[config.mk]
export PLATFORM = sky130hd
export DESIGN_NAME = axi4_frame_reader_flat
export DESIGN_NICKNAME = d
export VERILOG_FILES = /design/src/rtl/axi4_frame_reader_if.sv /design/src/rtl/axi4_frame_reader.sv /design/src/flat_wrapper.sv
export SDC_FILE = /design/constraint.sdc
export NUM_CORES = 1
export LEC_CHECK = 0
export CAP_MARGIN = 10
export CORE_ASPECT_RATIO = 1.5
export CORE_MARGIN = 8
export CORE_UTILIZATION = 37
export DETAILED_ROUTE_END_ITERATION = 6
export PLACE_DENSITY = 0.9
export SETUP_SLACK_MARGIN = 0.1
export SYNTH_ARGS = -nofsm -noshare
export SYNTH_HDL_FRONTEND = slang
export SYNTH_SLANG_ARGS = --single-unit
export TNS_END_PERCENT = 10
[constraint.sdc]
create_clock -name clk_100Mhz -period 2.3 [get_ports clk_100Mhz]
set_clock_uncertainty 0.1 [all_clocks]
set_input_delay 0.46 -clock clk_100Mhz [delete_from_list [all_inputs] [get_ports clk_100Mhz]]
set_output_delay 0.46 -clock clk_100Mhz [all_outputs]
set_load 0.01 [all_outputs]
[src/rtl/axi4_frame_reader_if.sv]
// AXI4 read-channel bundle (AR + R) between the frame reader and the DDR interconnect.
// master drives AR and RREADY; slave returns R data and ARREADY.
`timescale 1ns/1ps
interface axi4_frame_reader_if #(
  parameter int ADDR_W = 32,
  parameter int DATA_W = 64
);
  logic [ADDR_W-1:0] ARADDR;
  logic              ARVALID;
  logic              ARREADY;
  logic [7:0]        ARLEN;
  logic [2:0]        ARSIZE;
  logic [1:0]        ARBURST;
  logic [3:0]        ARCACHE;
  logic [2:0]        ARPROT;
  logic [DATA_W-1:0] RDATA;
  logic              RVALID;
  logic              RREADY;
  logic              RLAST;
  logic [1:0]        RRESP;

  modport master (
    output ARADDR, ARVALID, ARLEN, ARSIZE, ARBURST, ARCACHE, ARPROT, RREADY,
    input  ARREADY, RDATA, RVALID, RLAST, RRESP
  );

  modport slave (
    input  ARADDR, ARVALID, ARLEN, ARSIZE, ARBURST, ARCACHE, ARPROT, RREADY,
    output ARREADY, RDATA, RVALID, RLAST, RRESP
  );
endinterface

[src/rtl/axi4_frame_reader.sv]
// AXI4 read master: fetches one 320x240 RGB565 frame as 300 INCR bursts of 64 beats and
// streams the beats to an external dual-clock FIFO. Handshakes: a transfer happens on a
// clock edge where VALID and READY are both high; VALID never drops before that edge.
`timescale 1ns/1ps
module axi4_frame_reader #(
  parameter int                        AXI_ADDR_WIDTH   = 32,
  parameter int                        AXI_DATA_WIDTH   = 64,
  parameter logic [AXI_ADDR_WIDTH-1:0] FRAME_BASE_ADDR  = 32'h0100_0000,
  parameter int                        BURSTS_PER_FRAME = 300,
  parameter int                        BURST_BYTES      = 512
) (
  input  logic                      clk_100Mhz,
  input  logic                      rst,
  input  logic                      frame_start,
  axi4_frame_reader_if.master       axi,
  output logic [AXI_DATA_WIDTH-1:0] out_data,
  output logic                      out_valid,
  input  logic                      out_prog_full,
  output logic [8:0]                burst_count,
  output logic                      rd_error,
  output logic [1:0]                state
);

  typedef enum logic [1:0] {
    IDLE       = 2'd0,
    ADDR_SEND  = 2'd1,
    DATA_RECV  = 2'd2,
    WAIT_FRAME = 2'd3
  } state_t;

  localparam logic [8:0]                LAST_BURST = 9'(BURSTS_PER_FRAME);
  localparam logic [AXI_ADDR_WIDTH-1:0] ADDR_STEP  = AXI_ADDR_WIDTH'(BURST_BYTES);

  state_t                    state_q, state_d;
  logic                      arvalid_q, arvalid_d;
  logic [AXI_ADDR_WIDTH-1:0] araddr_q, araddr_d;
  logic [8:0]                bcnt_q, bcnt_d;
  logic [5:0]                beat_q, beat_d;
  logic                      err_q, err_d;
  logic                      armed_q, armed_d;
  logic                      pend_q, pend_d;
  logic [2:0]                sync_q;
  logic                      sof;
  logic                      rready;
  logic                      beat_acc;

  // Two synchroniser flops, then a third copy for rising-edge detection.
  always_ff @(posedge clk_100Mhz or posedge rst) begin
    if (rst) sync_q <= 3'b000;
    else     sync_q <= {sync_q[1:0], frame_start};
  end
  assign sof = sync_q[1] & ~sync_q[2];

  assign rready   = (state_q == DATA_RECV);
  assign beat_acc = rready & axi.RVALID;

  always_ff @(posedge clk_100Mhz or posedge rst) begin
    if (rst) begin
      state_q   <= IDLE;
      arvalid_q <= 1'b0;
      araddr_q  <= FRAME_BASE_ADDR;
      bcnt_q    <= 9'd0;
      beat_q    <= 6'd0;
      err_q     <= 1'b0;
      armed_q   <= 1'b0;
      pend_q    <= 1'b0;
    end else begin
      state_q   <= state_d;
      arvalid_q <= arvalid_d;
      araddr_q  <= araddr_d;
      bcnt_q    <= bcnt_d;
      beat_q    <= beat_d;
      err_q     <= err_d;
      armed_q   <= armed_d;
      pend_q    <= pend_d;
    end
  end

  always_comb begin
    state_d   = state_q;
    arvalid_d = arvalid_q;
    araddr_d  = araddr_q;
    bcnt_d    = bcnt_q;
    beat_d    = beat_q;
    err_d     = err_q;
    armed_d   = armed_q;
    pend_d    = pend_q;
    case (state_q)
      IDLE: begin
        if (sof) begin
          bcnt_d   = 9'd0;
          araddr_d = FRAME_BASE_ADDR;
          armed_d  = 1'b1;
        end else if (!armed_q || bcnt_q == LAST_BURST) begin
          state_d = WAIT_FRAME;
          armed_d = 1'b0;
        end else if (!out_prog_full) begin
          state_d = ADDR_SEND;
        end
      end
      ADDR_SEND: begin
        if (sof) pend_d = 1'b1;
        if (!arvalid_q) begin
          arvalid_d = 1'b1;
        end else if (axi.ARREADY) begin
          arvalid_d = 1'b0;
          state_d   = DATA_RECV;
        end
      end
      DATA_RECV: begin
        if (sof) pend_d = 1'b1;
        if (beat_acc) begin
          beat_d = beat_q + 6'd1;
          if (axi.RRESP != 2'b00 || axi.RLAST != (beat_q == 6'd63)) err_d = 1'b1;
          // The 64th beat closes the burst even if RLAST was missing or early.
          if (beat_q == 6'd63) begin
            beat_d  = 6'd0;
            state_d = IDLE;
            if (pend_q || sof) begin
              bcnt_d   = 9'd0;
              araddr_d = FRAME_BASE_ADDR;
              pend_d   = 1'b0;
            end else begin
              bcnt_d   = bcnt_q + 9'd1;
              araddr_d = araddr_q + ADDR_STEP;
            end
          end
        end
      end
      WAIT_FRAME: begin
        if (sof) begin
          bcnt_d   = 9'd0;
          araddr_d = FRAME_BASE_ADDR;
          armed_d  = 1'b1;
          state_d  = IDLE;
        end
      end
      default: state_d = IDLE;
    endcase
  end

  assign axi.ARADDR  = araddr_q;
  assign axi.ARVALID = arvalid_q;
  assign axi.ARLEN   = 8'd63;
  assign axi.ARSIZE  = 3'b011;
  assign axi.ARBURST = 2'b01;
  assign axi.ARCACHE = 4'b1111;
  assign axi.ARPROT  = 3'b010;
  assign axi.RREADY  = rready;

  assign out_data    = axi.RDATA;
  assign out_valid   = beat_acc;
  assign burst_count = bcnt_q;
  assign rd_error    = err_q;
  assign state       = state_q;

endmodule

[src/flat_wrapper.sv]
// flat-port wrapper written by rule: the top's interface ports become plain ports
module axi4_frame_reader_flat 
#(
  parameter int                        AXI_ADDR_WIDTH   = 32,
  parameter int                        AXI_DATA_WIDTH   = 64,
  parameter logic [AXI_ADDR_WIDTH-1:0] FRAME_BASE_ADDR  = 32'h0100_0000,
  parameter int                        BURSTS_PER_FRAME = 300,
  parameter int                        BURST_BYTES      = 512
)
  (clk_100Mhz, rst, frame_start, out_data, out_valid, out_prog_full, burst_count, rd_error, state, axi_ARADDR, axi_ARVALID, axi_ARLEN, axi_ARSIZE, axi_ARBURST, axi_ARCACHE, axi_ARPROT, axi_RREADY, axi_ARREADY, axi_RDATA, axi_RVALID, axi_RLAST, axi_RRESP);
  axi4_frame_reader_if axi_i ();
  input  logic clk_100Mhz;
  input  logic rst;
  input  logic frame_start;
  output logic [AXI_DATA_WIDTH-1:0] out_data;
  output logic out_valid;
  input  logic out_prog_full;
  output logic [8:0] burst_count;
  output logic rd_error;
  output logic [1:0] state;
  output wire logic [$bits(axi_i.ARADDR)-1:0] axi_ARADDR;
  output wire logic [$bits(axi_i.ARVALID)-1:0] axi_ARVALID;
  output wire logic [$bits(axi_i.ARLEN)-1:0] axi_ARLEN;
  output wire logic [$bits(axi_i.ARSIZE)-1:0] axi_ARSIZE;
  output wire logic [$bits(axi_i.ARBURST)-1:0] axi_ARBURST;
  output wire logic [$bits(axi_i.ARCACHE)-1:0] axi_ARCACHE;
  output wire logic [$bits(axi_i.ARPROT)-1:0] axi_ARPROT;
  output wire logic [$bits(axi_i.RREADY)-1:0] axi_RREADY;
  input wire logic [$bits(axi_i.ARREADY)-1:0] axi_ARREADY;
  input wire logic [$bits(axi_i.RDATA)-1:0] axi_RDATA;
  input wire logic [$bits(axi_i.RVALID)-1:0] axi_RVALID;
  input wire logic [$bits(axi_i.RLAST)-1:0] axi_RLAST;
  input wire logic [$bits(axi_i.RRESP)-1:0] axi_RRESP;
  assign axi_ARADDR = axi_i.ARADDR;
  assign axi_ARVALID = axi_i.ARVALID;
  assign axi_ARLEN = axi_i.ARLEN;
  assign axi_ARSIZE = axi_i.ARSIZE;
  assign axi_ARBURST = axi_i.ARBURST;
  assign axi_ARCACHE = axi_i.ARCACHE;
  assign axi_ARPROT = axi_i.ARPROT;
  assign axi_RREADY = axi_i.RREADY;
  assign axi_i.ARREADY = axi_ARREADY;
  assign axi_i.RDATA = axi_RDATA;
  assign axi_i.RVALID = axi_RVALID;
  assign axi_i.RLAST = axi_RLAST;
  assign axi_i.RRESP = axi_RRESP;
  axi4_frame_reader #(.AXI_ADDR_WIDTH(AXI_ADDR_WIDTH), .AXI_DATA_WIDTH(AXI_DATA_WIDTH), .FRAME_BASE_ADDR(FRAME_BASE_ADDR), .BURSTS_PER_FRAME(BURSTS_PER_FRAME), .BURST_BYTES(BURST_BYTES)) u_core (.clk_100Mhz(clk_100Mhz), .rst(rst), .frame_start(frame_start), .axi(axi_i), .out_data(out_data), .out_valid(out_valid), .out_prog_full(out_prog_full), .burst_count(burst_count), .rd_error(rd_error), .state(state));
endmodule
==> summary.md <==
| Metric | Value |
|---|---|
| Status | `finished, final reports clean` |
| Design Area, Final | `3440 sq um` |
| Worst setup margin | `0.157 ns` |
| PwrDens | `793 nW/um^2` |
| Final setup violation count | `0` |
| Worst Reg-to-Reg Cells | `6` |
| # port buffers | `46` |
| Post-layout min period | `2.14 ns` |
| Overall Global Routing Usage | `12.4%` |
| TNS Setup | `0 ns` |
| Dpl hpwl | `5820 um` |
| Maximum buffer depth of the clock tree | `2` |
| DRT iter0 DRCs | `255` |
| Die width | `92.1 um` |
| Final wirelength | `7620 um` |
| Slew Limit Fails | `0` |
| Final hold violations | `0` |
| Leakage | `1.45 nW` |
| Antenna Nets Post-Route | `0` |
| Critical Path Slowest Stage Cell | `clkdlybuf4s50_1` |
| Commonest non-fill, non-tap cells in the layout | `o21ai_0 (47), dfrtp_1 (46), clkdlybuf4s50_1 (45)` |
| Util after Layout | `40.9%` |
| Hold path cells | `0` |
| Drt drc | `0` |
| Crit-path cells | `inv_2 > ha_4 > clkdlybuf4s50_1` |
| Async set-reset flop share out of synthesis | `100%` |
| Mean Syn Cell Area | `8.96 sq um` |
| Fin cells | `459` |
| First-pass GRT wire length | `11900 um` |
| Clock buffer count from CTS | `5` |
| Crit path required time | `1.74 ns` |
| Peak supply drop | `0.640 mV` |
| Worst Setup Start Kind | `flop` |
| Vias in the first global route | `2457` |
| Syn-to-layout area delta | `7.00%` |
| Vias/cell | `5.32` |
| Peak Freq | `0.467 GHz` |
| Min-delay worst type | `reg -> reg` |
| CP max stage delay | `0.54 ns` |
| Final Total Pwr | `2.73 mW` |
| Ys Warns | `0` |
| Post-Syn Area | `3220 sq um` |
| I/O pin cnt | `204` |
| Top_reg_cell synth | `dfrtp_1` |
| Initial Utilization | `38.2%` |
| Seq cells post-synth | `47` |
| Die Area | `12000 sq um` |
| Global placer's final weighted congestion | `0.791` |
| H-tree depth | `2` |
| Clock sinks | `47` |
| Grt total ovfl | `0` |
| Placed cell count | `451` |
| Share of cells above drive strength 1 | `11.6%` |
| Total vias in the final route | `2444` |
| Layout Nets | `433` |
| CTS root buffer | `clkbuf_16` |
| Final Cycle Share | `93.2%` |
| CP Class | `reg -> out` |
| Die Ht | `130 um` |
| CTS tree | `done` |
| Placed cell area | `3250 sq um` |
| Initial antenna violation count | `0` |
| Core area | `8410 sq um` |
| FP Rows | `41` |
| Unrepaired setup endpoints after global routing | `true` |
| Place WS | `0.0513 ns` |
| WHS | `0.259 ns` |
| Leading post-synthesis cells by cell area | `dfrtp_1 (36%), buf_4 (22%), o21ai_0 (7.3%)` |
| Distinct cells, synth | `50` |
| Post-synth EDFFs | `0` |
| Worst-path clk slew | `0.06 ns` |
| Share of the synthesized area in the top cell type | `35.8%` |
| Mapped Cells | `359` |
| Register area share after synthesis | `36.6%` |
| Filler cells | `810` |
| Maxcap violations | `0` |
| Biggest area consumer among synthesized cells | `dfrtp_1` |
| Crit-path max FO | `5` |
| Inserted Diodes | `0` |
| Post-DR wirelength/cell | `16.6 um` |
| DR pass1 iterations | `4` |
| Critical Path End Type | `output port` |
| Critical path arrival | `1.58 ns` |
| Most common cell after layout, fill and taps aside | `o21ai_0` |
| Pin count of the biggest net entering global routing | `48` |
| Worst-Skew Late Latency | `0.29 ns` |
-- cells by family after synthesis --
kind of cell	Yosys count	share of synthesized area, %
adders and majority gates	9	3.50
buffers and inverters	110	25.0
xor gates and xnor gates	4	1.09
AOI/OAI and AO/OA	80	14.7
and+or+nand+nor	103	17.5
DFF	47	36.6
other	2	0.233
muxes	4	1.32
-- layer usage --
layer	vias to the layer above	track usage [%]	wire length (um)
li1	1103	-	-
met1	1165	11.2	2640
met2	128	22.1	3890
met3	48	4.08	642
met4	0	9.81	447
met5	-	0	0
-- worst max-delay path, delay by kind of cell, from the launching register on --
kind	cells	cell delay, ns
flops	1	0.43
buf+inv	2	0.68
fa+ha+maj	1	0.18
-- path summary, 6_finish.rpt --
check                                     start               endpoint  slack (ns)
setup reg to reg           u_core.axi.ARADDR[9]  u_core.axi.ARADDR[31]        0.17
max in group asynchronous                   rst  u_core.axi.ARADDR[24]        1.41
min in group asynchronous                   rst  u_core.axi.ARADDR[10]        0.41
setup / recovery                u_core.state[0]             axi_RREADY        0.16
hold / removal                 u_core.sync_q[0]       u_core.sync_q[1]        0.26
hold reg to reg                u_core.sync_q[0]       u_core.sync_q[1]        0.26
-- sequential cells by signal, summed over array words and instances (netlist names) --
register	flops
u_core.rd_error	1
u_core.axi.ARADDR	23
u_core.state	2
u_core.burst_count	9
u_core.axi.ARVALID	1
u_core.armed_q	1
u_core.pend_q	1
u_core.sync_q	3
u_core.beat_q	6
-- power by group --
part | internal [mW] | switching [mW]
registers | 0.938 | 0.119
logic | 0.402 | 0.517
clock network | 0.462 | 0.289
-- cell type report --
cell class / instances / area (sq um) / share of cell area [%]
Clock buffer: 8 / 156 / 4.54
Timing Repair Buffer: 58 / 562 / 16.3
Sequential cell: 47 / 1180 / 34.2
Inverter: 10 / 37.5 / 1.09
Multi-Input combinational cell: 229 / 1380 / 39.9
Tap cell: 107 / 134 / 3.89
-- synth_stat cells, types with 2 or more instances --
cell / n
a21oi_1: 10
nor3_1: 2
mux2_2: 2
and4_4: 2
ha_1: 9
o31ai_1: 10
and2_1: 5
nand2b_1: 2
xnor2_1: 3
mux2i_1: 2
nand3_1: 17
conb_1: 2
and3_1: 6
o21ai_0: 47
a31oi_1: 4
nor2_1: 13
nand2_1: 34
clkbuf_1: 3
inv_1: 9
dfrtp_1: 46
nand4_1: 7
buf_4: 94
or3_2: 3
-- timing repair --
action,in CTS,in global routing
hold buffers,0,0
buffers inserted,0,0
gates resized for setup,7,2
setup endpoints to repair,9,15
(Power assumes the default switching activity.)
